[src/rtl/l1_train_sequencer.sv]
// Replays stored digit samples into the L1 training layer as one-hot input spikes,
// pacing samples so the layer's post-spike update finishes before the next one.
module l1_train_sequencer #(
  parameter int unsigned p_s       = 25,
  parameter int unsigned p_ch_w    = 5,
  parameter int unsigned p_addr_w  = 12,
  parameter int unsigned p_samples = 100,
  parameter int unsigned p_epochs  = 16,
  parameter int unsigned p_gap     = 8,
  parameter int unsigned p_settle  = 16
) (
  input  logic                i_clk,
  input  logic                i_rst_n,
  input  logic                i_start,
  input  logic                i_abort,
  input  logic                i_gas_en,
  output logic                o_mem_rd,
  output logic [p_addr_w-1:0] o_mem_addr,
  input  logic [p_ch_w:0]     i_mem_data,
  output logic [p_s-1:0]      o_syncout,
  output logic                o_gas,
  output logic                o_endof_epochs,
  output logic                o_busy,
  output logic                o_done,
  output logic                o_err,
  output logic [15:0]         o_sample_cnt,
  output logic [15:0]         o_epoch_cnt
);

  localparam int unsigned CntMax     = (p_gap > p_settle) ? p_gap : p_settle;
  localparam int unsigned CntW       = (CntMax > 1) ? $clog2(CntMax) : 1;
  localparam int unsigned GapLast    = (p_gap > 0) ? p_gap - 1 : 0;
  localparam int unsigned SettleLast = p_settle - 1;
  localparam int unsigned SampLast   = p_samples - 1;
  localparam int unsigned EpochLast  = p_epochs - 1;

  typedef enum logic [2:0] {
    S_IDLE   = 3'd0,
    S_FETCH  = 3'd1,
    S_EMIT   = 3'd2,
    S_GAP    = 3'd3,
    S_SETTLE = 3'd4,
    S_NEXT   = 3'd5,
    S_DONE   = 3'd6
  } state_e;

  state_e              state_q;
  logic [p_addr_w-1:0] addr_q;
  logic [CntW-1:0]     cnt_q;
  logic                first_q;
  logic                mem_rd_q;
  logic [p_s-1:0]      syncout_q;
  logic                gas_q;
  logic                eoe_q;
  logic                busy_q;
  logic                done_q;
  logic                err_q;
  logic [15:0]         scnt_q;
  logic [15:0]         ecnt_q;

  // Event decode: channel c fires bit c-1; channel 0 is the null event.
  logic [p_ch_w-1:0]   ch_d;
  logic                eos_d;
  logic                ch_ok_d;
  logic                ch_bad_d;
  logic [p_s-1:0]      onehot_d;
  logic [p_addr_w-1:0] addr_inc_d;

  assign ch_d       = i_mem_data[p_ch_w-1:0];
  assign eos_d      = i_mem_data[p_ch_w];
  assign ch_ok_d    = (ch_d != '0) && (ch_d <= p_ch_w'(p_s));
  assign ch_bad_d   = (ch_d > p_ch_w'(p_s));
  assign onehot_d   = p_s'(1) << (ch_d - p_ch_w'(1));
  assign addr_inc_d = addr_q + p_addr_w'(1);

  always_ff @(posedge i_clk or negedge i_rst_n) begin
    if (!i_rst_n) begin
      state_q   <= S_IDLE;
      addr_q    <= '0;
      cnt_q     <= '0;
      first_q   <= 1'b0;
      mem_rd_q  <= 1'b0;
      syncout_q <= '0;
      gas_q     <= 1'b0;
      eoe_q     <= 1'b0;
      busy_q    <= 1'b0;
      done_q    <= 1'b0;
      err_q     <= 1'b0;
      scnt_q    <= '0;
      ecnt_q    <= '0;
    end else begin
      // Strobes are single-cycle unless a transition below re-asserts them.
      syncout_q <= '0;
      mem_rd_q  <= 1'b0;
      done_q    <= 1'b0;
      if (i_abort) begin
        state_q <= S_IDLE;
        gas_q   <= 1'b0;
        busy_q  <= 1'b0;
        eoe_q   <= 1'b0;
      end else begin
        case (state_q)
          S_IDLE, S_DONE: begin
            if (i_start) begin
              state_q  <= S_FETCH;
              addr_q   <= '0;
              scnt_q   <= '0;
              ecnt_q   <= '0;
              err_q    <= 1'b0;
              eoe_q    <= 1'b0;
              first_q  <= 1'b1;
              mem_rd_q <= 1'b1;
              busy_q   <= 1'b1;
            end
          end
          S_FETCH: begin
            if (first_q) begin
              gas_q <= i_gas_en;
            end
            first_q <= 1'b0;
            state_q <= S_EMIT;
          end
          S_EMIT: begin
            if (ch_ok_d) begin
              syncout_q <= onehot_d;
            end
            if (ch_bad_d) begin
              err_q <= 1'b1;
            end
            cnt_q <= '0;
            if (eos_d) begin
              state_q <= S_SETTLE;
            end else if (p_gap == 0) begin
              state_q  <= S_FETCH;
              addr_q   <= addr_inc_d;
              mem_rd_q <= 1'b1;
            end else begin
              state_q <= S_GAP;
            end
          end
          S_GAP: begin
            if (cnt_q == CntW'(GapLast)) begin
              state_q  <= S_FETCH;
              addr_q   <= addr_inc_d;
              mem_rd_q <= 1'b1;
            end else begin
              cnt_q <= cnt_q + CntW'(1);
            end
          end
          S_SETTLE: begin
            // Reward level drops as the sample's update window closes.
            if (cnt_q == CntW'(SettleLast)) begin
              state_q <= S_NEXT;
              gas_q   <= 1'b0;
            end else begin
              cnt_q <= cnt_q + CntW'(1);
            end
          end
          S_NEXT: begin
            first_q <= 1'b1;
            if (scnt_q < 16'(SampLast)) begin
              state_q  <= S_FETCH;
              addr_q   <= addr_inc_d;
              scnt_q   <= scnt_q + 16'd1;
              mem_rd_q <= 1'b1;
            end else begin
              addr_q <= '0;
              scnt_q <= '0;
              if (ecnt_q < 16'(EpochLast)) begin
                state_q  <= S_FETCH;
                ecnt_q   <= ecnt_q + 16'd1;
                mem_rd_q <= 1'b1;
              end else begin
                state_q <= S_DONE;
                done_q  <= 1'b1;
                eoe_q   <= 1'b1;
                busy_q  <= 1'b0;
              end
            end
          end
          default: begin
            state_q <= S_IDLE;
            busy_q  <= 1'b0;
          end
        endcase
      end
    end
  end

  assign o_mem_rd       = mem_rd_q;
  assign o_mem_addr     = addr_q;
  assign o_syncout      = syncout_q;
  assign o_gas          = gas_q;
  assign o_endof_epochs = eoe_q;
  assign o_busy         = busy_q;
  assign o_done         = done_q;
  assign o_err          = err_q;
  assign o_sample_cnt   = scnt_q;
  assign o_epoch_cnt    = ecnt_q;

endmodule

[config.mk]
export PLATFORM = sky130hd
export DESIGN_NAME = l1_train_sequencer
export DESIGN_NICKNAME = d
export VERILOG_FILES = /design/src/rtl/l1_train_sequencer.sv
export SDC_FILE = /design/constraint.sdc
export NUM_CORES = 1
export LEC_CHECK = 0
export CAP_MARGIN = 20
export CELL_PAD_IN_SITES_DETAIL_PLACEMENT = 0
export CELL_PAD_IN_SITES_GLOBAL_PLACEMENT = 2
export CORE_ASPECT_RATIO = 1.25
export CORE_MARGIN = 8
export CORE_UTILIZATION = 35
export CTS_BUF_LIST = sky130_fd_sc_hd__clkbuf_8
export CTS_CLUSTER_DIAMETER = 100
export DETAILED_ROUTE_END_ITERATION = 10
export MAX_ROUTING_LAYER = met4
export PLACE_DENSITY_LB_ADDON = 0.1
export RECOVER_POWER = 25
export REMOVE_ABC_BUFFERS = 1
export SYNTH_ARGS = -nofsm -noshare
export SYNTH_HDL_FRONTEND = slang
export SYNTH_SLANG_ARGS = --single-unit
[constraint.sdc]
create_clock -name i_clk -period 4.57 [get_ports i_clk]
set_clock_uncertainty 0.1 [all_clocks]
set_input_delay 1.371 -clock i_clk [delete_from_list [all_inputs] [get_ports i_clk]]
set_output_delay 1.371 -clock i_clk [all_outputs]
set_load 0.01 [all_outputs]
After elaboration in Yosys (flattened, before gate mapping)
Index checks and enable logic that the tools add are counted.
Widths: inputs -> output; s select.
{ "totals": {"ff_bits": 83, "inputBits": 11, "output_inout_bits": 75} }
{ "classes": {"add_sub_neg": 5, "magnitude_cmp": 4, "eq_ne": 22, "shifts": 1, "n_mux": 51, "n_bitwise": 1, "reduce_logical": 22} }
{ "ops": {"columns": ["op", "n"], "rows": [
  ["$mux 25", 3],
  ["$mux 16", 4],
  ["$pmux 16 s2", 2],
  ["$mux 12", 3],
  ["$pmux 12 s3", 1],
  ["$add 16x1->16 const B", 2],
  ["$shl 1x5->25 const A", 1],
  ["$mux 1", 21],
  ["$mux 3", 7],
  ["$reduce_and 4->1", 5],
  ["$ne 3x3->1 const B", 6],
  ["$pmux 3 s6", 1],
  ["$lt 16x4->1 const B", 1],
  ["$lt 16x7->1 const B", 1],
  ["$reduce_bool 3->1", 5],
  ["$ne 2x2->1 const B", 7],
  ["$add 12x1->12 const B", 1],
  ["$pmux 4 s3", 1],
  ["$reduce_and 3->1", 4],
  ["$eq 3x3->1 const B", 3],
  ["$pmux 1 s3", 3],
  ["$mux 4", 2],
  ["$eq 3x2->1 const B", 2],
  ["$pmux 1 s2", 3],
  ["16 further kinds", 17]
]} }

Logic depth before layout (Yosys ltp)
{ "logic_depth": {"ltp_word": 5, "ltp_mapped": 8} }

Least setup slack after synthesis
OpenSTA, ideal clock, no wires.
{ "synth_timing": {"kind": "input to register", "startpoint": "input port i_start", "endpoint": "register ecnt_q[3], in the netlist o_epoch_cnt[3]", "arrival_time_ps": 2859, "path_slack_ps": 1534, "cell_stages": 6, "n_path_buf": 1, "cell_sequence": "buf_6 > or4b_4 > a31oi_4 > o31ai_2 > or4_1 > a21oi_1"} }
{ "synth_between": {"elab_chain_cells": 2} }
{ "synth_lines": {"columns": ["element", "line_no", "rtl"], "rows": [
  ["start: declaration", "14", "input logic i_start,"],
  ["$ne 2x2->1 (no source line)", null, null],
  ["$reduce_and 5->1 (no source line)", null, null],
  ["end signal: assignment", "171", "ecnt_q <= ecnt_q + 16'd1;"],
  ["end: declaration", "59", "logic [15:0] ecnt_q;"]
]} }
No other way between the ends.
A chain may end at the register's enable or synchronous reset.

Worst setup path in the final report
{ "layout_timing": {"startpoint": "input port i_start", "endpoint": "register addr_q[0], in the netlist o_mem_addr[0]"} }
{ "layout_between": {"elab_chain_cells": 2} }
{ "layout_lines": {"columns": ["element", "line_no", "rtl"], "rows": [
  ["$ne 2x2->1 (no source line)", null, null],
  ["$reduce_and 4->1 (no source line)", null, null],
  ["end signal: assignment", "135", "addr_q <= addr_inc_d;"],
  ["end signal: assignment", "144", "addr_q <= addr_inc_d;"],
  ["end signal: assignment", "163", "addr_q <= addr_inc_d;"],
  ["end: declaration", "48", "logic [p_addr_w-1:0] addr_q;"]
]} }
No other way between the ends.

==> impl_metrics.csv <==
group,metric,value,unit
outcome,status,"finished, violations left",
outcome,violated_checks,"max-capacitance violations, max-slew violations",
grt,grt_use_total,14.6,%
sta,min_period_over_period,73.9,%
route,num_vias,3172,
cells_and_area,number_of_filler_cells_placed_in_the_layout,1052,
clocking,cts_htree_levels,3,
grt,first_pass_grt_wire_length,16400,microns
floorplan,core_area,0.0106,sq mm
critical_path,endpoint_kind_of_the_worst_setup_timing_path,"flop",
route,drc,0,
clocking,tritoncts_num_sinks,83,
cells_and_area,num-nets-final,479,
critical_path,longest_individual_stage_delay_on_the_worst_path,0.66,ns
floorplan,die_width,110,microns
critical_path,critPathKind,"input pin to flop",
floorplan,vertical_die_dimension,133,microns
critical_path,crit_chain,"clkdlybuf4s50_1, nor4_1, or4_1, nor2_2, mux2_2",
worst_hold_path,hold_path.class,"flop to flop",
route,dr.first_iter.drc_count,162,
synth,ys_seq_area_share,54.2,%
cells_and_area,multi_input_comb_area,0.00162,sq mm
critical_path,cp_top_family,"simple AND/OR/NAND/NOR gates",
sta,rsz0062_at_grt,"no",
placement,detailedPlacementHpwl,7300,microns
sta,period_needed,3.38,ns
grt,grt_pass1_vias,3166,
cells_and_area,regArea,0.00208,sq mm
sta,finalSetupViolations,0,
critical_path,worstPathBufferInverterCount,1,
grt,grt_start_max_net_pins,84,
clocking,clock_tree_from_tritoncts,"done",
synth,syn_area_per_cell,10.1,sq um
clocking,cts_clock_pin_slew_for_the_worst_setup_and_hold_paths,0.08,ns
grt,global_route_total_overflow,0,
critical_path,critPathRequiredTime,4.77,ns
synth,syn_inst,381,
floorplan,number_of_top_level_pins,86,
sta,fin_tns_setup,0,ns
sta,timing.final.max_slew_violations,72,
power,p_per_area,328,mW/mm^2
route,wire_per_inst,16.8,microns
route,drt_pre_antenna_iters,4,
synth,synth_async_sr_flop_share,100,%
clocking,cts_root_buffer,"clkbuf_8",
floorplan,cell_row_count,42,
cells_and_area,most-common-layout-cells,"clkdlybuf4s50_1 (84), dfrtp_1 (83), nor2_1 (44)",
synth,syn-cell-area,0.00383,sq mm
clocking,cts_buffer_depth,2,
critical_path,crit_arrival,3.57,ns
synth,yosys_most_used_dff,"dfrtp_1",
cells_and_area,drive_above_1_share,6.21,%
synth,yosys_warnings,0,
clocking,postCtsResizedCells,0,
clocking,clock_insertion_delay_worst_skew,0.35,ns
run,max_cap_violations,1,
placement,place_congestion,0.782,
clocking,postCtsHoldBufs,0,
cells_and_area,insertedDiodeCount,0,
placement,port_buffers,85,
cells_and_area,design_area,0.00495,sq mm
sta,timing.final.hold_violations,0,
critical_path,crit_path_start_kind,"input pin",
clocking,post-cts-setup-buffers,0,
placement,post_dp_cell_area,0.00479,sq mm
floorplan,die_area,0.0146,sq mm
sta,postLayoutSetupSlackWorst,1.19,ns
sta,max_slew_margin,-16.3,%
critical_path,worst-path-max-fanout,11,
cells_and_area,areaGrowthSynthToFinish,29.3,%
power,power.ir.vdd_worst,202,uV
route,final_antenna_net_count,0,
cells_and_area,final_common_cell,"clkdlybuf4s50_1",
placement,detailedPlace.worstSlack,0.813,ns
clocking,cts-buffers-inserted,9,
sta,peak_freq,296,MHz
power,power.leakage,2.09,nW
synth,synthDistinctLibCells,56,
grt,antenna_violations_before_repair,0,
synth,synth-edff-count,0,
route,detailed_route_wire_length,10100,microns
sta,timing_worst_slew_pin_value,1.74,ns
critical_path,worst_path_max_delay_cell,"or4_1",
floorplan,floorplan.initialDensity,36.1,%
synth,ys_seq_elements,83,
route,viasPerCell,5.30,
[through the flow]
step	power, mW	hold slack [ns]	util, %	instances
6_report	1.63	0.415	46.7	599
3_3_place_gp	1.18	0.368	45.1	583
5_1_grt	1.72	0.436	46.7	599
3_5_place_dp	1.18	0.398	45.1	583
4_1_cts	1.65	0.423	46.7	598
2_1_floorplan	1.04	0.389	-	363
[worst paths after layout]
check                                  startpoint                     endpoint  slack, ns  cells past startpoint
hold / removal                  o_err$_DFFE_PN0P_            o_err$_DFFE_PN0P_       0.42                      2
hold reg to reg                 o_err$_DFFE_PN0P_            o_err$_DFFE_PN0P_       0.42                      2
min in group asynchronous                 i_rst_n  o_sample_cnt[7]$_DFFE_PN0P_       0.91                      1
setup reg to reg           state_q[0]$_DFFE_PN0P_    o_mem_addr[0]$_DFFE_PN0P_       1.37                      5
max in group asynchronous                 i_rst_n      o_syncout[19]$_DFF_PN0_       1.32                      2
setup / recovery                          i_start    o_mem_addr[0]$_DFFE_PN0P_       1.19                      5
[tightest hold or removal path: stages (launching register included)]
cell     delay [ns]
dfrtp_1        0.35
nand2_1        0.06
o21ai_0        0.07
[synth_stat cells, types with 2 or more instances]
library cell  number  area share (%)
nor4_1            14             2.3
mux2_2             2            0.59
nand2_1           24             2.4
o2bb2ai_1          6             1.4
o31ai_1            4            0.78
or3_1              4            0.65
nand3_1           15             2.0
nor2b_1            8             1.3
dfrtp_1           83              54
a31oi_1            3            0.49
clkbuf_1          12             1.2
o22ai_1            2            0.33
a22o_1             8             1.8
o21ai_0           25             3.3
a311oi_1           3            0.69
a41oi_1            2            0.46
o31a_1             2            0.46
nor3_1             5            0.65
nor2_1            44             4.3
buf_2              3            0.39
nor3b_1            3            0.59
a21oi_1           18             2.4
ha_1               4             1.3
o211ai_1           3            0.59
nand2b_1           8             1.3
and4_1             5             1.1
and2_1            17             2.8
inv_1             13             1.3
and3_1             7             1.1
or4_1              5            0.98
nand3b_1           4            0.78
[logic make-up after synthesis]
family | synth area share (%)
DFF | 54.2
and+or+nand+nor | 24.2
buffers and inverters | 3.43
xor gates and xnor gates | 0.457
AOI/OAI and AO/OA | 15.3
adders and majority gates | 1.83
muxes | 0.588
[final cells by class]
class	instances	share of cell area (%)
Tap cell	132	3.33
Timing Repair Buffer	89	17.6
Multi-Input combinational cell	267	32.8
Sequential cell	83	41.9
Clock inverter	5	0.606
Inverter	13	0.985
Clock buffer	10	2.78
[metal layers]
metal  up-vias  share of wire [%]  track usage, %  wire (microns)
met1      1545                 42            17.3            4290
li1       1537                  -               -               -
met2        75                 49            22.3            4900
met3        15                6.7            4.42             672
met4         0                2.3            6.32             231
met5         -                  0               -               0
[report_power, final]
group	leakage (nW)	internal (mW)	switching (mW)	total [mW]
registers	1.15	0.766	0.0515	0.818
clock network	0.0839	0.206	0.261	0.468
logic	0.859	0.140	0.200	0.340
total	2.09	1.11	0.513	1.63
[registers in the layout, indices dropped and copies added, names as in the netlist]
| signal | flops |
|---|---|
| cnt_q | 4 |
| first_q | 1 |
| o_busy | 1 |
| o_done | 1 |
| o_endof_epochs | 1 |
| o_epoch_cnt | 16 |
| o_err | 1 |
| o_gas | 1 |
| o_mem_addr | 12 |
| o_mem_rd | 1 |
| o_sample_cnt | 16 |
| o_syncout | 25 |
| state_q | 3 |
(Power assumes the default switching activity.)
